==> src/rtl/user_uart_tx_slave_pkg.sv <==
// uart_tx_pkg: register offsets, STATUS bit positions and TX FSM states
package uart_tx_pkg;
    localparam logic [1:0] A_TXDATA  = 2'd0;
    localparam logic [1:0] A_STATUS  = 2'd1;
    localparam logic [1:0] A_BAUDDIV = 2'd2;
    localparam int ST_FULL  = 0;
    localparam int ST_EMPTY = 1;
    localparam int ST_BUSY  = 2;
    localparam int ST_CNT   = 4;
    typedef enum logic [1:0] {S_IDLE, S_START, S_DATA, S_STOP} tx_state_t;
endpackage

==> src/rtl/user_uart_tx_slave_if.sv <==
// naive_bus: zero-wait request/grant bus between the core and its peripherals
interface naive_bus;
    logic        rd_req;
    logic        rd_gnt;
    logic [31:0] rd_addr;
    logic [31:0] rd_data;
    logic        wr_req;
    logic        wr_gnt;
    logic [31:0] wr_addr;
    logic [31:0] wr_data;
    logic [3:0]  wr_be;
    modport master(output rd_req, rd_addr, wr_req, wr_addr, wr_data, wr_be,
                   input rd_gnt, rd_data, wr_gnt);
    modport slave(input rd_req, rd_addr, wr_req, wr_addr, wr_data, wr_be,
                  output rd_gnt, rd_data, wr_gnt);
endinterface

==> src/rtl/user_uart_tx_slave_fifo.sv <==
// uart_tx_fifo: synchronous FIFO, extra pointer MSB separates full from empty
module uart_tx_fifo #(
    parameter int DEPTH = 8,
    parameter int WIDTH = 8
) (
    input  logic                     clk,
    input  logic                     rst,
    input  logic                     push,
    input  logic [WIDTH-1:0]         din,
    input  logic                     pop,
    output logic [WIDTH-1:0]         dout,
    output logic                     full,
    output logic                     empty,
    output logic [$clog2(DEPTH):0]   count
);
    localparam int AW = $clog2(DEPTH);
    logic [WIDTH-1:0] mem [DEPTH];
    logic [AW:0] wp, rp;
    assign count = wp - rp;
    assign full  = count == (AW+1)'(DEPTH);
    assign empty = wp == rp;
    assign dout  = mem[rp[AW-1:0]];
    always_ff @(posedge clk) begin
        if (push && !full && !rst) mem[wp[AW-1:0]] <= din;
    end
    always_ff @(posedge clk) begin
        if (rst) begin
            wp <= '0;
            rp <= '0;
        end else begin
            if (push && !full) wp <= wp + 1'b1;
            if (pop && !empty) rp <= rp + 1'b1;
        end
    end
endmodule

==> src/rtl/user_uart_tx_slave.sv <==
// user_uart_tx_slave: naive_bus UART transmitter with byte FIFO and runtime baud divisor
module user_uart_tx_slave
    import uart_tx_pkg::*;
#(
    parameter int DEFAULT_DIV = 434,
    parameter int FIFO_DEPTH  = 8
) (
    input  logic     clk,
    input  logic     rst,
    naive_bus.slave  bus,
    output logic     o_uart_tx
);
    localparam int AW = $clog2(FIFO_DEPTH);
    logic [1:0]  wr_sel, rd_sel;
    logic        full, empty, push, pop, txdata_wr, baud_wr;
    logic [AW:0] count;
    logic [3:0]  cnt_sat;
    logic [7:0]  fifo_dout;
    logic [15:0] baud, baud_merged, baud_n, period;
    logic [31:0] status, rd_mux;
    tx_state_t   state, state_n;
    logic [2:0]  bit_idx, bit_n;
    logic [15:0] div_cnt, div_n;
    logic [7:0]  shreg, shreg_n;
    logic        tx_n, last;
    logic        unused_bits;
    assign unused_bits = ^{bus.wr_addr[31:4], bus.wr_addr[1:0], bus.rd_addr[31:4],
                           bus.rd_addr[1:0], bus.wr_data[31:16], bus.wr_be[3:2]};
    assign wr_sel    = bus.wr_addr[3:2];
    assign rd_sel    = bus.rd_addr[3:2];
    assign txdata_wr = bus.wr_req && wr_sel == A_TXDATA && bus.wr_be[0];
    assign bus.rd_gnt = bus.rd_req;
    assign bus.wr_gnt = bus.wr_req && !(txdata_wr && full);
    assign push      = txdata_wr && !full && !rst;
    assign baud_wr   = bus.wr_req && wr_sel == A_BAUDDIV && !rst;
    assign baud_merged = {bus.wr_be[1] ? bus.wr_data[15:8] : baud[15:8],
                          bus.wr_be[0] ? bus.wr_data[7:0]  : baud[7:0]};
    assign baud_n    = baud_merged < 16'd2 ? 16'd2 : baud_merged;
    assign cnt_sat   = (32'(count) > 32'd15) ? 4'hF : 4'(count);
    always_comb begin
        status = '0;
        status[ST_FULL]     = full;
        status[ST_EMPTY]    = empty;
        status[ST_BUSY]     = state != S_IDLE;
        status[ST_CNT +: 4] = cnt_sat;
    end
    assign rd_mux = rd_sel == A_STATUS  ? status :
                    rd_sel == A_BAUDDIV ? {16'h0, baud} : 32'h0;
    always_ff @(posedge clk) begin
        if (rst) begin
            bus.rd_data <= '0;
            baud        <= 16'(DEFAULT_DIV);
        end else begin
            if (bus.rd_req) bus.rd_data <= rd_mux;
            if (baud_wr) baud <= baud_n;
        end
    end
    uart_tx_fifo #(.DEPTH(FIFO_DEPTH), .WIDTH(8)) u_fifo (
        .clk(clk), .rst(rst), .push(push), .din(bus.wr_data[7:0]), .pop(pop),
        .dout(fifo_dout), .full(full), .empty(empty), .count(count)
    );
    assign last = div_cnt == period - 16'd1;
    // the line value is derived from the next state so the register stays aligned with it
    always_comb begin
        state_n = state;
        bit_n   = bit_idx;
        div_n   = div_cnt;
        shreg_n = shreg;
        pop     = 1'b0;
        unique case (state)
            S_IDLE: if (!empty) begin
                pop     = 1'b1;
                shreg_n = fifo_dout;
                div_n   = '0;
                bit_n   = '0;
                state_n = S_START;
            end
            S_START: begin
                div_n = last ? 16'd0 : div_cnt + 16'd1;
                if (last) state_n = S_DATA;
            end
            S_DATA: begin
                div_n = last ? 16'd0 : div_cnt + 16'd1;
                if (last) begin
                    shreg_n = shreg >> 1;
                    bit_n   = bit_idx + 3'd1;
                    if (bit_idx == 3'd7) state_n = S_STOP;
                end
            end
            S_STOP: begin
                div_n = last ? 16'd0 : div_cnt + 16'd1;
                if (last) state_n = S_IDLE;
            end
            default: state_n = S_IDLE;
        endcase
        tx_n = state_n == S_START ? 1'b0 : state_n == S_DATA ? shreg_n[0] : 1'b1;
    end
    always_ff @(posedge clk) begin
        if (rst) begin
            state     <= S_IDLE;
            o_uart_tx <= 1'b1;
            bit_idx   <= '0;
            div_cnt   <= '0;
            shreg     <= '0;
            period    <= 16'(DEFAULT_DIV);
        end else begin
            state     <= state_n;
            o_uart_tx <= tx_n;
            bit_idx   <= bit_n;
            div_cnt   <= div_n;
            shreg     <= shreg_n;
            if (pop) period <= baud;
        end
    end
endmodule

==> src/flat_wrapper.sv <==
// flat-port wrapper written by rule: the top's interface ports become plain ports
module user_uart_tx_slave_flat import uart_tx_pkg::*;
#(
    parameter int DEFAULT_DIV = 434,
    parameter int FIFO_DEPTH  = 8
)
  (clk, rst, o_uart_tx, bus_rd_req, bus_rd_addr, bus_wr_req, bus_wr_addr, bus_wr_data, bus_wr_be, bus_rd_gnt, bus_rd_data, bus_wr_gnt);
  naive_bus bus_i ();
  input  logic clk;
  input  logic rst;
  output logic o_uart_tx;
  input wire logic [$bits(bus_i.rd_req)-1:0] bus_rd_req;
  input wire logic [$bits(bus_i.rd_addr)-1:0] bus_rd_addr;
  input wire logic [$bits(bus_i.wr_req)-1:0] bus_wr_req;
  input wire logic [$bits(bus_i.wr_addr)-1:0] bus_wr_addr;
  input wire logic [$bits(bus_i.wr_data)-1:0] bus_wr_data;
  input wire logic [$bits(bus_i.wr_be)-1:0] bus_wr_be;
  output wire logic [$bits(bus_i.rd_gnt)-1:0] bus_rd_gnt;
  output wire logic [$bits(bus_i.rd_data)-1:0] bus_rd_data;
  output wire logic [$bits(bus_i.wr_gnt)-1:0] bus_wr_gnt;
  assign bus_i.rd_req = bus_rd_req;
  assign bus_i.rd_addr = bus_rd_addr;
  assign bus_i.wr_req = bus_wr_req;
  assign bus_i.wr_addr = bus_wr_addr;
  assign bus_i.wr_data = bus_wr_data;
  assign bus_i.wr_be = bus_wr_be;
  assign bus_rd_gnt = bus_i.rd_gnt;
  assign bus_rd_data = bus_i.rd_data;
  assign bus_wr_gnt = bus_i.wr_gnt;
  user_uart_tx_slave #(.DEFAULT_DIV(DEFAULT_DIV), .FIFO_DEPTH(FIFO_DEPTH)) u_core (.clk(clk), .rst(rst), .bus(bus_i), .o_uart_tx(o_uart_tx));
endmodule
==> config.mk <==
export PLATFORM = sky130hd
export DESIGN_NAME = user_uart_tx_slave_flat
export DESIGN_NICKNAME = d
export VERILOG_FILES = /design/src/rtl/user_uart_tx_slave_pkg.sv /design/src/rtl/user_uart_tx_slave_if.sv /design/src/rtl/user_uart_tx_slave_fifo.sv /design/src/rtl/user_uart_tx_slave.sv /design/src/flat_wrapper.sv
export SDC_FILE = /design/constraint.sdc
export NUM_CORES = 1
export LEC_CHECK = 0
export CORE_ASPECT_RATIO = 1.1
export CORE_MARGIN = 8
export CORE_UTILIZATION = 40
export CTS_BUF_LIST = sky130_fd_sc_hd__clkbuf_16
export DETAILED_ROUTE_END_ITERATION = 10
export GPL_TIMING_DRIVEN = 0
export SETUP_SLACK_MARGIN = 0.5
export SYNTH_ARGS = -nofsm -noshare
export SYNTH_HDL_FRONTEND = slang
export SYNTH_SLANG_ARGS = --single-unit
==> constraint.sdc <==
create_clock -name clk -period 4.5 [get_ports clk]
set_clock_uncertainty 0.2 [all_clocks]
set_input_delay 0.9 -clock clk [delete_from_list [all_inputs] [get_ports clk]]
set_output_delay 0.9 -clock clk [all_outputs]
set_load 0.005 [all_outputs]
==> key figures, run 1 <==
Outcome
  – Status: complete, no violations

Clock tree
  – # Post-CTS Setup Buffers: 0
  – Hold buffers post-CTS: 0
  – CTS Buf Count: 17
  – CTS H-tree depth: 4
  – Max Root-Sink Buffers: 2
  – Sink Count: approximately 150
  – Clock insertion delay at the later pin of the skew report: 0.43 ns
  – Post_cts resized: 2
  – CTS tree: done
  – Clock transition at path regs: 0.07 ns
  – CTS root buf: clkbuf_16

Global routing
  – All-Layer GR Usage: 0.169
  – Largest net degree at the start of global routing: 18
  – Vias in the first global route: 5351
  – Overflow after GRT: 0
  – Initial antenna violation count: 0
  – First-pass GRT wire length: 29300 um

Hold path
  – Hold Path Class: flip-flop to flip-flop

Setup path
  – CP delay by family, top: simple AND/OR/NAND/NOR gates
  – WP data arrival: approximately 3.8 ns
  – Crit path max fanout: 8
  – Critical path type: primary input to flip-flop
  – Startpoint type of the worst setup path: primary input
  – CP peak stage delay: ~0.72 ns
  – Buf/Inv on CP: 2
  – CP cell instances: clkdlybuf4s50_1, inv_1, or4b_2, a41oi_1, nand3_1, nor2_1
  – Worst path required time: around 4.4 ns
  – Crit. End Element: flip-flop
  – CP max-delay cell: nor2_1

STA
  – Hold WS: 0.277 ns
  – Setup ws final: 0.596 ns
  – RSZ-0062 raised after global routing: yes
  – Worst Tran Pin Value: approximately 1.3 ns
  – Slew Limit Fails: 0
  – Fin. Hold Viols: 0
  – Total negative slack: 0 ns
  – Slew HR: 0.105
  – Fin crit period: ~3.9 ns
  – F_max: 0.256 GHz
  – Final period util: 0.868
  – # setup viols final: 0

Logic synthesis
  – Top FF cell, synth: dfxtp_1
  – Syn_area_per_cell: ~11 um2
  – Flops & latches, synth: 153
  – Post-synthesis sequential area ratio: 0.515
  – Post-synth ARST share: 0
  – Post-synth EDFFs: 64
  – Mapped cell area: roughly 0.0072 mm2
  – Yosys cell types: 70
  – Cells after Synth: 675
  – Ys Warns: 0

Layout
  – Most frequent cells in the layout: dfxtp_1 (89), nand2_1 (68), edfxtp_1 (64), a21oi_1 (55), nor2_1 (49)
  – Final net count: 866
  – Fin util: 0.487
  – Most common cell after layout, fill and taps aside: dfxtp_1
  – ANT cells: 0
  – Share of layout cells above drive strength 1: 0.135
  – P&R area growth vs syn: 19.8%
  – Design Area, Final: 0.00861 mm2
  – Filler cell count: roughly 1.6k
  – Non-Filler Instances: roughly 1k

Placement
  – Detailed Place HPWL: around 14000 um
  – Pre-CTS WS: -0.220 ns
  – Global placer's final weighted congestion: approximately 0.88
  – PortBufs: 43
  – Placed cells: around 1000
  – Post-placement cell area: 0.00797 mm2

Route
  – Avg WL per Cell: about 19 um
  – Post-route DRC: 0
  – Routed wire length: ~19000 um
  – DR vias: about 5.5k
  – Vias per inst: roughly 5.5
  – DRT Pass-1 Iters: 5
  – DRT antenna net count: 0
  – DR iter-0 viols: between 400 and 500

Pwr
  – VDD IR max: ~0.28 mV
  – Overall Power: approximately 4.0 mW
  – Leak: about 2.9 nW
  – P per Cell Area: ~460 mW/mm2

Floorplanning
  – Initial Utilization: 0.406
  – Die Wd: between 100 and 150 um
  – Core area: 0.0177 mm2
  – Site row count: just over 50
  – Die area: roughly 0.023 mm2
  – Die Y: 157 um
  – I/O pin cnt: ~140

Flow run
  – Total of max-cap violations: 0
==> layout make-up <==
class	instances	area, um2	area share
Tap cell	238	298	0.0346
Clock buffer	17	425	0.0494
Buffer	55	302	0.0350
Multi-Input combinational cell	471	3210	0.373
Timing Repair Buffer	43	430	0.0500
Sequential cell	153	3700	0.430
Inverter	11	41.3	0.00480
Clock inverter	15	195	0.0227
==> worst paths after layout <==
check,start,to,slack [ns],cells after the start
worst min-delay path,u_core.bit_idx[1],u_core.bit_idx[1],0.28,2
worst max-delay path,bus_wr_be[0],u_core.u_fifo.mem[3][2],0.60,6
worst min register to register,u_core.bit_idx[1],u_core.bit_idx[1],0.28,2
worst max register to register,u_core.period[0],u_core.o_uart_tx,0.94,12
==> routing by layer <==
layer | global-route usage | routed length [um] | up-vias
met4 | 0.0662 | 312 | 0
li1 | - | - | 2648
met5 | 0 | 0 | -
met2 | 0.284 | 9190 | 147
met1 | 0.214 | 8360 | 2651
met3 | 0.0259 | 785 | 22
==> synthesized netlist by cell type (15+ instances only) <==
master	count	area share
mux4_2	16	0.050
a22oi_1	15	0.016
xnor2_1	16	0.020
nor2_1	49	0.026
a21oi_1	55	0.038
nand2b_1	15	0.013
dfxtp_1	89	0.25
nand3_1	30	0.021
clkbuf_1	25	0.013
nor3_1	23	0.016
nand2_1	68	0.036
edfxtp_1	64	0.27
buf_4	19	0.020
==> worst register-to-register path, delay by kind of cell, from the launching register on <==
kind,cells,cell delay [ns]
buffers and inverters,3,0.42
DFF,1,0.29
and+or+nand+nor,4,1.33
AOI/OAI and AO/OA,4,0.96
adders and majority gates,1,0.27
==> report_power, final <==
group	switching, mW	total, mW	internal [mW]
clock	0.650	1.50	0.850
combinational	0.530	0.876	0.346
sequential	0.0684	1.58	1.51
==> sequential cells by signal, indices dropped and copies added, names as in the netlist, named ones only <==
register / flops
u_core.bus.rd_data: 16
u_core.state: 2
u_core.baud: 16
u_core.u_fifo.mem: 64
u_core.u_fifo.wp: 4
u_core.u_fifo.rp: 4
u_core.bit_idx: 3
u_core.o_uart_tx: 1
u_core.shreg: 8
u_core.period: 16
u_core.div_cnt: 16
==> logic make-up (layout without fill, tap and decap cells) <==
family / count (synthesis) / count (layout) / share of synthesized area
buffers and inverters: 66 / 141 / 0.0477
AND/OR/NAND/NOR: 254 / 254 / 0.189
other: 1 / 16 / 0.000522
AO/OA/AOI/OAI: 137 / 137 / 0.128
multiplexers: 25 / 25 / 0.0641
XOR/XNOR: 29 / 29 / 0.0373
adder cells (fa/ha/maj): 10 / 10 / 0.0185
flip-flops: 153 / 153 / 0.515
No activity file was read; power rests on OpenSTA's default activity.
==> run 2, diff against run 1 <==
--- a/config.mk
+++ b/config.mk
@@ -11,7 +11,9 @@
 export CTS_BUF_LIST = sky130_fd_sc_hd__clkbuf_16
 export DETAILED_ROUTE_END_ITERATION = 10
 export GPL_TIMING_DRIVEN = 0
+export PLACE_DENSITY_LB_ADDON = 0.25
 export SETUP_SLACK_MARGIN = 0.5
+export SLEW_MARGIN = 10
 export SYNTH_ARGS = -nofsm -noshare
 export SYNTH_HDL_FRONTEND = slang
 export SYNTH_SLANG_ARGS = --single-unit
==> run 2 against run 1 <==
Highest routed layer unchanged. Non-clock buffer count unchanged. Cell count unchanged. Sequential share of layout area increased by 0.065 points. Setup slack got worse by 0.074 ns. Largest cell class unchanged.
==> key figures, run 2 (same netlist as run 1, synthesis figures left out) <==
Outcome
  – Status: complete, no violations

Layout
  – Most frequent cells in the layout: dfxtp_1 (88), nand2_1 (68), edfxtp_1 (64), a21oi_1 (55), nor2_1 (46)
  – P&R area growth vs syn: 19.7%
  – Final net count: 866
  – Share of layout cells above drive strength 1: 0.141
  – Max FFs per register: 64
  – Most common cell after layout, fill and taps aside: dfxtp_1
  – ANT cells: 0
  – Non-Filler Instances: between 1k and 1.5k

Placement
  – Global placer's final weighted congestion: a little under 0.9
  – Pre-CTS WS: 0.0838 ns
  – Placed cells: between 900 and 1k
  – Detailed Place HPWL: about 14000 um
  – PortBufs: between 40 and 50

Setup path
  – Critical path type: primary input to flip-flop
  – Startpoint type of the worst setup path: primary input
  – WP data arrival: around 3.8 ns
  – Crit path max fanout: 8
  – Worst path required time: approximately 4.3 ns
  – Crit. End Element: flip-flop

Route
  – DRT Pass-1 Iters: 5
  – Post-route DRC: 0
  – DR vias: approximately 5.5k
  – DR iter-0 viols: ~560
  – Vias per inst: 5.53
  – DRT antenna net count: 0
  – Avg WL per Cell: around 18 um
  – Routed wire length: 18400 um

Floorplanning
  – Core area: around 0.018 mm2
  – Die Wd: 144 um
  – Initial Utilization: 0.406
  – Site row count: 51
  – Die Y: between 150 and 200 um
  – Die area: roughly 0.023 mm2
  – I/O pin cnt: 139

Clock tree
  – Clock transition at path regs: 0.06 ns
  – Max Root-Sink Buffers: 2
  – # Post-CTS Setup Buffers: 0
  – Clock insertion delay at the later pin of the skew report: 0.42 ns
  – CTS Buf Count: 17
  – Sink Count: 153
  – CTS H-tree depth: 4
  – CTS root buf: clkbuf_16
  – CTS tree: done
  – Hold buffers post-CTS: 0

Global routing
  – All-Layer GR Usage: 0.167
  – First-pass GRT wire length: slightly below 30000 um
  – Overflow after GRT: 0
  – Initial antenna violation count: 0
  – Largest net degree at the start of global routing: 18
  – Vias in the first global route: 5364

STA
  – RSZ-0062 raised after global routing: yes
  – F_max: 0.251 GHz
  – Worst Tran Pin Value: 0.866 ns
  – Setup ws final: 0.522 ns
  – Slew Limit Fails: 0
  – Final period util: 0.884
  – Fin crit period: a little under 4 ns
  – Fin. Hold Viols: 0
  – Slew HR: 0.423
  – # setup viols final: 0

Pwr
  – Leak: approximately 2.9 nW
  – VDD IR max: 0.246 mV
  – P per Cell Area: approximately 450 mW/mm2

Flow run
  – Total of max-cap violations: 0

Hold path
  – Hold Path Class: flip-flop to flip-flop
==> run 2: changes by cell type in the layout (fill, tap and decap cells not counted) <==
cell | previous run | this run
bufinv_16 | 2 | 1
clkinvlp_2 | 1 | 0
nor3_2 | 3 | 4
dfxtp_1 | 89 | 88
clkinv_8 | 2 | 1
nor2_1 | 49 | 46
inv_8 | 4 | 7
clkinvlp_4 | 0 | 2
nor3_1 | 21 | 20
clkinv_2 | 0 | 1
dfxtp_2 | 0 | 1
inv_6 | 6 | 3
nor2_2 | 1 | 4
==> run 2: power breakdown <==
| part | total [mW] | switching (mW) | internal, mW |
|---|---|---|---|
| sequential | 1.59 | 0.0755 | 1.51 |
| clock | 1.43 | 0.631 | 0.796 |
| combinational | 0.867 | 0.521 | 0.345 |
| total | 3.88 | 1.23 | 2.66 |
==> run 2: metal layers <==
layer  global-route usage  wire (um)  share of wire
met5                    0          0              0
met4               0.0677        375          0.020
met3               0.0262        878          0.048
met2                0.272       9010           0.49
met1                0.216       8100           0.44
==> run 2: final timing paths <==
kind                           from                      end  slack [ns]  depth (start not counted)
setup / recovery       bus_wr_be[0]  u_core.u_fifo.mem[7][1]        0.52                          6
hold / removal    u_core.period[15]        u_core.period[15]        0.27                          2
setup reg to reg   u_core.period[1]        u_core.div_cnt[1]        0.74                         12
hold reg to reg   u_core.period[15]        u_core.period[15]        0.27                          2
==> run 2: layout make-up <==
| type | instances | area [um2] |
|---|---|---|
| Clock inverter | 15 | 171 |
| Sequential cell | 153 | 3700 |
| Fill cell | 1655 | 9080 |
| Buffer | 55 | 302 |
| Clock buffer | 17 | 425 |
| Inverter | 11 | 41.3 |
| Multi-Input combinational cell | 471 | 3220 |
| Timing Repair Buffer | 43 | 430 |
| Tap cell | 238 | 298 |
==> run 2: worst max-delay path, stage by stage <==
cell             delay [ns]
clkdlybuf4s50_1        0.62
inv_1                  0.11
or4b_2                 0.67
a41oi_1                0.47
nand3_1                0.31
nor2_1                 0.74
==> run 2: metrics by stage <==
stage | hold WS (ns) | TNS (ns) | area (um2) | power (mW) | utilization
after floorplan | 0.245 | 0 | 7240 | 2.20 | -
after global placement | 0.255 | -2.92 | 7970 | 2.45 | 0.451
after detailed placement | 0.262 | 0 | 7980 | 2.47 | 0.451
after CTS | 0.272 | 0 | 8580 | 3.89 | 0.485
after global routing | 0.292 | 0 | 8600 | 4.05 | 0.486
final | 0.269 | 0 | 8600 | 3.88 | 0.486
==> run 2: timing repair <==
item | 4_1_cts | 5_1_grt
endpoints found under the setup margin | 0 | 60
endpoints found under the hold margin | 0 | 0
resized for setup | 0 | 5
==> run 3, diff against run 2 <==
--- a/config.mk
+++ b/config.mk
@@ -5,6 +5,7 @@
 export SDC_FILE = /design/constraint.sdc
 export NUM_CORES = 1
 export LEC_CHECK = 0
+export CAP_MARGIN = 20
 export CORE_ASPECT_RATIO = 1.1
 export CORE_MARGIN = 8
 export CORE_UTILIZATION = 40
==> run 3 against run 2 <==
Cell area grew 0.25%. Core utilization rose by 0.12 points. Cell count is essentially flat. Count of clock-buffer cells in the layout unchanged. Critical path depth unchanged. Power increased by 1.0%. Die area unchanged. Setup slack got worse by 0.021 ns. First-iteration DRC count decreased by 0.90%. Worst hold slack worse by 0.00073 ns. Critical path type unchanged. Critical endpoint is now u_core.u_fifo.mem[5][0].
==> key figures, run 3 (same netlist as run 1, synthesis figures left out) <==
Outcome
  – Status: complete, no violations

Layout
  – ANT cells: 0
  – Non-Filler Instances: roughly 1.0k
  – Fin util: 0.488
  – Filler cell count: 1645
  – Final net count: 867
  – Max FFs per register: 64
  – Design Area, Final: about 0.0086 mm2
  – Most common cell after layout, fill and taps aside: dfxtp_1
  – P&R area growth vs syn: 20.0%
  – Share of layout cells above drive strength 1: 0.141
  – Most frequent cells in the layout: dfxtp_1 (87), nand2_1 (68), edfxtp_1 (64), a21oi_1 (55), nor2_1 (46)

Setup path
  – CP max-delay cell: nor2_1
  – CP cell instances: clkdlybuf4s50_1, inv_1, or4b_2, a41oi_1, nand3_1, nor2_1
  – Startpoint type of the worst setup path: primary input
  – WP data arrival: between 3 and 4 ns
  – Crit path max fanout: 8
  – Worst path required time: 4.34 ns
  – Crit. End Element: flip-flop
  – CP peak stage delay: roughly 0.74 ns
  – Critical path type: primary input to flip-flop

STA
  – Hold WS: around 0.27 ns
  – Slew HR: 0.414
  – F_max: between 0.2 and 0.3 GHz
  – Final period util: 0.889
  – RSZ-0062 raised after global routing: yes
  – Fin. Hold Viols: 0
  – # setup viols final: 0
  – Fin crit period: 4.00 ns
  – Worst Tran Pin Value: a little under 0.9 ns
  – Total negative slack: 0 ns
  – Setup ws final: ~0.50 ns
  – Slew Limit Fails: 0

Floorplanning
  – Initial Utilization: 0.406
  – Die area: ~0.023 mm2
  – Die Y: 157 um
  – I/O pin cnt: 139
  – Die Wd: around 140 um
  – Core area: 0.0177 mm2
  – Site row count: 51

Pwr
  – VDD IR max: about 0.35 mV
  – Overall Power: between 3 and 4 mW
  – Leak: between 2 and 3 nW
  – P per Cell Area: approximately 460 mW/mm2

Clock tree
  – # Post-CTS Setup Buffers: 0
  – CTS H-tree depth: 4
  – Sink Count: 153
  – CTS tree: done
  – CTS root buf: clkbuf_16
  – Max Root-Sink Buffers: 2
  – Clock transition at path regs: approximately 0.060 ns
  – CTS Buf Count: 17
  – Clock insertion delay at the later pin of the skew report: between 0.4 and 0.5 ns

Hold path
  – Hold Path Class: flip-flop to flip-flop

Global routing
  – Largest net degree at the start of global routing: 17
  – All-Layer GR Usage: 0.167
  – First-pass GRT wire length: ~30000 um
  – Overflow after GRT: 0
  – Vias in the first global route: 5337
  – Initial antenna violation count: 0

Flow run
  – Total of max-cap violations: 0

Route
  – Avg WL per Cell: ~18 um
  – DRT antenna net count: 0
  – DR vias: about 5.6k
  – DR iter-0 viols: 553
  – Vias per inst: 5.53
  – Post-route DRC: 0
  – DRT Pass-1 Iters: 5
  – Routed wire length: around 18000 um

Placement
  – PortBufs: 43
  – Detailed Place HPWL: approximately 14000 um
  – Global placer's final weighted congestion: slightly below 0.9
  – Placed cells: approximately 970
  – Post-placement cell area: 0.00798 mm2
  – Pre-CTS WS: 0.0743 ns
run 3: cell count changes in the layout (fill, tap and decap cells not counted):
cell        before  now
dfxtp_2          1    2
buf_2            7    8
nor3_1          20   21
nor3_4           0    1
bufinv_16        1    2
dfxtp_1         88   87
clkinvlp_4       2    0
inv_8            7    5
clkinv_4         0    1
inv_6            3    4
nor3_2           4    2
clkinv_1         1    2
run 3: final cells by class:
| class | instances | area (um2) | share of cell area |
|---|---|---|---|
| Sequential cell | 153 | 3710 | 0.430 |
| Timing Repair Buffer | 44 | 435 | 0.0505 |
| Multi-Input combinational cell | 471 | 3230 | 0.374 |
| Inverter | 11 | 41.3 | 0.00479 |
| Clock inverter | 15 | 185 | 0.0215 |
| Buffer | 55 | 302 | 0.0350 |
| Clock buffer | 17 | 425 | 0.0494 |
| Tap cell | 238 | 298 | 0.0346 |
run 3: power by group:
part / internal, mW / total [mW] / leakage (nW) / switching [mW]
combinational: 0.347 / 0.867 / 1.35 / 0.520
clock: 0.845 / 1.47 / 0.303 / 0.623
sequential: 1.51 / 1.59 / 1.30 / 0.0742
run 3: worst paths after layout:
path,from,to,slack [ns],cells after the start
worst max register to register,u_core.period[1],u_core.o_uart_tx,0.77,11
worst min-delay path,u_core.bit_idx[1],u_core.bit_idx[1],0.27,2
worst min register to register,u_core.bit_idx[1],u_core.bit_idx[1],0.27,2
worst max-delay path,bus_wr_be[0],u_core.u_fifo.mem[5][0],0.50,6
run 3: timing repair:
| item | CTS | global route |
|---|---|---|
| endpoints found under the setup margin | 8 | 57 |
| hold buffers | 0 | 0 |
| gates resized for setup | 1 | 6 |
run 3: critical path: cells and delay by family:
family / cells / cell delay [ns]
buffers and inverters: 2 / 0.74
AND/OR/NAND/NOR: 3 / 1.73
AO/OA/AOI/OAI: 1 / 0.48
run 3: metal layers:
metal / share of wire / global-route usage / up-vias / wire, um
met5: 0 / 0 / - / 0
met2: 0.50 / 0.276 / 155 / 9150
met1: 0.45 / 0.217 / 2710 / 8300
met3: 0.040 / 0.0244 / 30 / 739
met4: 0.016 / 0.0652 / 0 / 296
li1: - / - / 2656 / -
==> patch 1: new RTL, settings of run 2 <==
Encoding of `tx_state_t`: now one-hot (4 bits for 4 states).
--- a/src/rtl/user_uart_tx_slave_pkg.sv
+++ b/src/rtl/user_uart_tx_slave_pkg.sv
@@ -8,5 +8,5 @@
     localparam int ST_BUSY  = 2;
     localparam int ST_CNT   = 4;
-    typedef enum logic [1:0] {S_IDLE, S_START, S_DATA, S_STOP} tx_state_t;
+    typedef enum logic [3:0] {S_IDLE = 4'b0001, S_START = 4'b0010, S_DATA = 4'b0100, S_STOP = 4'b1000} tx_state_t;
 endpackage
 
Function: same outputs for any inputs over 4 cycles, from zero or initial values and one cycle with rst high; so few cycles prove little.
==> patch 1 against run 2 <==
Worst setup slack improved by 0.21 ns; synthesized cell count shrank 3.6%; routed wire length is 14% lower; count of clock-buffer cells in the layout unchanged; combinational power up 0.9%; clock power shrank 3%; sequential cell count up 2; area after synthesis is 3.0% lower; design area fell by 3.1%; maximum frequency increased by 5.6%; total power is essentially flat; critical path type is now reg -> out.
==> patch 1: results (changes against run 2) <==
| Metric | Value |
|---|---|
| FFs & Latches | 155 (+1.3%) |
| Inverter count | 14 (+3) |
| Largest net degree at the start of global routing | 17 (-1) |
| Clock group | 1.39 mW (-3%) |
| Routed length per instance | 16.2 um (-11%) |
| Multiplexer share of the synthesized area | 6.46% (+0.055 points) |
| Placement Setup Slack | 0.487 ns (+0.403 ns) |
| Crit-path leading delay family | buffers and inverters |
| Dpl cell area | 7750 um^2 (-2.9%) |
| Clk tree area frac | 6.91% (-0.035 points) |
| Nets | 842 (-2.8%) |
| Via count | 5127 (-7.6%) |
| Routed wl met3 | 597 um (-32%) |
| GRT Total Usage | 15.0% (-1.7 points) |
| P_sw | 1.19 mW (-3.3%) |
| Outcome | complete, no violations |
| Signal buffers share of area | 8.62% (+0.10 points) |
| Bufs w/o clock | 91 (-7.1%) |
| Synth Area in XOR/XNOR | 5.53% (+1.8 points) |
| M1 WL | 7.11 mm (-12%) |
| Comb_multi_in | 449 (-4.7%) |
| Crit-path max cell delay | 0.44 ns (-0.30 ns) |
| Filler instances | 1576 (-4.8%) |
| Int Pwr | 2.70 mW (+1.6%) |
| Final WL | 15.8 mm (-14%) |
| Multi-input combinational area share | 35.4% (-2.1 points) |
| Global-route wire length before repair | 26.2 mm (-10%) |
| Post-synthesis compound-gate area fraction | 10.3% (-2.4 points) |
| Met3 Usage GRT | 2.46% (-0.16 points) |
| Gp weighted congestion | 0.883 (-0.88%) |
| Static Leak | 2.80 nW (-4.7%) |
| WL met2 | 7.85 mm (-13%) |
| Initial DRC count | 426 (-24%) |
| Slowest-stage cell, CP | dfxtp_1 |
| Arr. time, crit path | 2.67 ns (-1.15 ns) |
| Register area share after synthesis | 53.7% (+2.2 points) |
| Worst Tran Pin Value | 0.870 ns (+0.00397 ns) |
| Largest cells by area after synthesis | edfxtp_1 28%, dfxtp_1 26%, mux4_2 5.2% |
| Area Overhead vs Synth | 19.6% (about the same) |
| Met2 usage | 25.8% (-1.4 points) |
## patch 1: cell types whose count changed in the layout (fill, tap and decap cells not counted), sizes merged, moves of 8 or more
cell   change
mux2i      +8
xor2       +9
mux2       -8
nor2      +24
nand2     -15
nand3      +8
o311a      -8
## patch 1: kinds of logic (layout without fill, tap and decap cells)
logic type      after synthesis  in the layout
mux                          25             25
xor+xnor                     44             44
simple gates                241            241
buf+inv                      62            137
fa+ha+maj                    10             10
other cells                   1             16
compound gates              113            113
flops                       155            155
## patch 1: worst paths after layout
path / startpoint / end / slack [ns] / cells after the start
min reg2reg: u_core.shreg[4] / u_core.shreg[4] / 0.27 / 2
max: u_core.u_fifo.rp[1] / bus_wr_gnt / 0.73 / 9
max reg2reg: u_core.u_fifo.rp[1] / u_core.u_fifo.mem[5][2] / 1.00 / 9
min: u_core.shreg[4] / u_core.shreg[4] / 0.27 / 2
==> patch 2: new RTL, config.mk and constraints of run 2 <==
Without the edit above. `FIFO_DEPTH` is set to 8 in 2 places; all go to 16.
--- a/src/rtl/user_uart_tx_slave.sv
+++ b/src/rtl/user_uart_tx_slave.sv
@@ -4,5 +4,5 @@
 #(
     parameter int DEFAULT_DIV = 434,
-    parameter int FIFO_DEPTH  = 8
+    parameter int FIFO_DEPTH  = 16
 ) (
     input  logic     clk,
--- a/src/flat_wrapper.sv
+++ b/src/flat_wrapper.sv
@@ -3,5 +3,5 @@
 #(
     parameter int DEFAULT_DIV = 434,
-    parameter int FIFO_DEPTH  = 8
+    parameter int FIFO_DEPTH  = 16
 )
   (clk, rst, o_uart_tx, bus_rd_req, bus_rd_addr, bus_wr_req, bus_wr_addr, bus_wr_data, bus_wr_be, bus_rd_gnt, bus_rd_data, bus_wr_gnt);
Formal check against the unedited RTL: no difference found for any inputs over 4 cycles, from zero or initial values and one cycle with rst high; that may be too few to reach the edited logic, so the function may still have changed.
==> patch 2 against run 2 <==
Critical path depth increased by 5; design area increased by 34%; sequential power increased by 43%; worst setup slack improved by 0.24 ns; routed wire length increased by 22%; total power increased by 33%; sequential cell count increased by 67; area after synthesis increased by 36%; die area increased by 32%; largest power group unchanged.
==> patch 2: results (changes against run 2) <==
| Metric | Value |
|---|---|
| Outcome | complete, no violations |
| R2r worst-path depth | 11 (-1) |
| Register area share after synthesis | 58.2% (+6.7 points) |
| Post-synth ARST share | 0% (unchanged) |
| Internal reg-to-reg setup slack | 0.77 ns (+0.03 ns) |
| Arr. time, crit path | 3.69 ns (-0.13 ns) |
| Yosys warnings | 0 (unchanged) |
| Ant. Diodes | 0 (unchanged) |
| Maximum VDD drop | 0.000356 V (+45%) |
| Max reg flops | 128 (+100%) |
| Largest cells by area after synthesis | edfxtp_1 39%, dfxtp_1 19%, mux4_2 9.2% |
| Worst hold slack | 0.268 ns (-0.00158 ns) |
| Largest net degree at the start of global routing | 19 (+1) |
| Slew margin rel. | 33.7% (-8.6 points) |
| Gp weighted congestion | 0.806 (-9.5%) |
| Initial antenna violation count | 0 (unchanged) |
| Worst hold path type | reg -> reg |
| CTS buffer count | 24 (+7) |
| HPWL after DPL | 15.8 mm (+16%) |
| Initial DRC count | 502 (-10%) |
| Dpl cell area | 10600 um^2 (+33%) |
| Global-route wire length before repair | 35.6 mm (+22%) |
| Final ANT Viol Nets | 0 (unchanged) |
| Nets | 998 (+15%) |
| Number of synthesized flops with an enable pin | 128 (+100%) |
| Synth cell types | 67 (-4.3%) |
| Worst-path clk slew | 0.07 ns |
| Routed length per instance | 18.5 um (+0.93%) |
| Vias in the first global route | 6480 (+21%) |
| # H-tree levels | 1 (-3) |
| 1st-pass router iterations | 7 (+2) |
| Post-synth top cells | 128 x edfxtp_1, 92 x dfxtp_1, 82 x nand2_1 |
| Layout cells sized above 1 | 13.6% (-0.53 points) |
| IO buf count | 43 (unchanged) |
| Clock latency on the worst-skew pair | 0.54 ns (+0.12 ns) |
| CTS max path bufs | 3 (+1) |
| CTS root buf | clkbuf_16 |
| Via count | 6388 (+15%) |
| Dominant synthesized flop cell | edfxtp_1 |
| Hold Crit Depth | 2 (unchanged) |
| Static Leak | 3.77 nW (+28%) |
| GRT Total Usage | 15.0% (-1.6 points) |
| Max FO, Critical Path | 8 (unchanged) |
[patch 2: changes by cell type after synthesis, moves of 9 or more]
cell and change:
and3_1 -9, nand2_1 +14, inv_1 +18, edfxtp_1 +64
a21oi_1 -25, o311a_1 -9, mux4_2 +24, nor3_1 -9
clkbuf_1 +11
[patch 2: worst max-delay path, cell delays in order (launching register included)]
cell and delay, ns:
dfxtp_1 0.35, inv_2 0.07, ha_1 0.16, inv_1 0.06, fa_2 0.35, a21o_1 0.17
a21oi_2 0.17, xor2_1 0.10, o2111a_2 0.19, or4b_2 0.62, clkbuf_1 0.25, nor2_1 0.65
[patch 2: path summary, 6_finish.rpt]
path | startpoint | endpoint
worst min register to register | u_core.bus.rd_data[12] | u_core.bus.rd_data[12]
worst max-delay path | u_core.u_fifo.wp[0] | u_core.u_fifo.mem[11][4]
worst max register to register | u_core.u_fifo.wp[0] | u_core.u_fifo.mem[11][4]
worst min-delay path | u_core.bus.rd_data[12] | u_core.bus.rd_data[12]
[patch 2: power breakdown]
group,switching (mW),internal [mW]
logic,0.500,0.401
registers,0.0756,2.20
clock network,0.793,1.21
total,1.37,3.80
[patch 2: final cells by class]
cell class	instances	area, um^2
fillers	2169	12700
flip-flops and latches	220	5690
multi-input cells	497	3740
clock buffers	24	601
repair buffers	45	448
well taps	310	388
plain buffers	64	320
clock inverters	20	218
inverters	28	105
[patch 2: per-layer routing]
metal / vias to the layer above / wire length (um) / GRT usage (%)
met3: 27 / 932 / 2.54
li1: 3118 / - / -
met4: 0 / 388 / 3.28
met1: 3113 / 9480 / 18.6
met2: 130 / 11500 / 26.7
met5: - / 0 / 0
[patch 2: repair_timing]
action	4_1_cts	5_1_grt
setup endpoints to repair	49	26
pin swaps	2	0
resized for setup	6	5
cloned	0	0
setup buffers	2	0
[patch 2: through the flow]
stage	instances	setup slack [ns]	utilization, %
after global routing	1208	0.581	47.5
after floorplan	809	0.783	-
after global placement	1162	0.153	43.9
after detailed placement	1162	0.0841	43.9
final	1208	0.767	47.5
after CTS	1208	0.515	47.4
[patch 2: cell families after synthesis]
family / share of synthesized area (%)
XOR/XNOR: 3.23
multiplexers: 9.84
buffers and inverters: 4.36
flip-flops: 58.2
adder cells (fa/ha/maj): 1.87
other: 0.0384
AND/OR/NAND/NOR: 13.0
AO/OA/AOI/OAI: 9.41
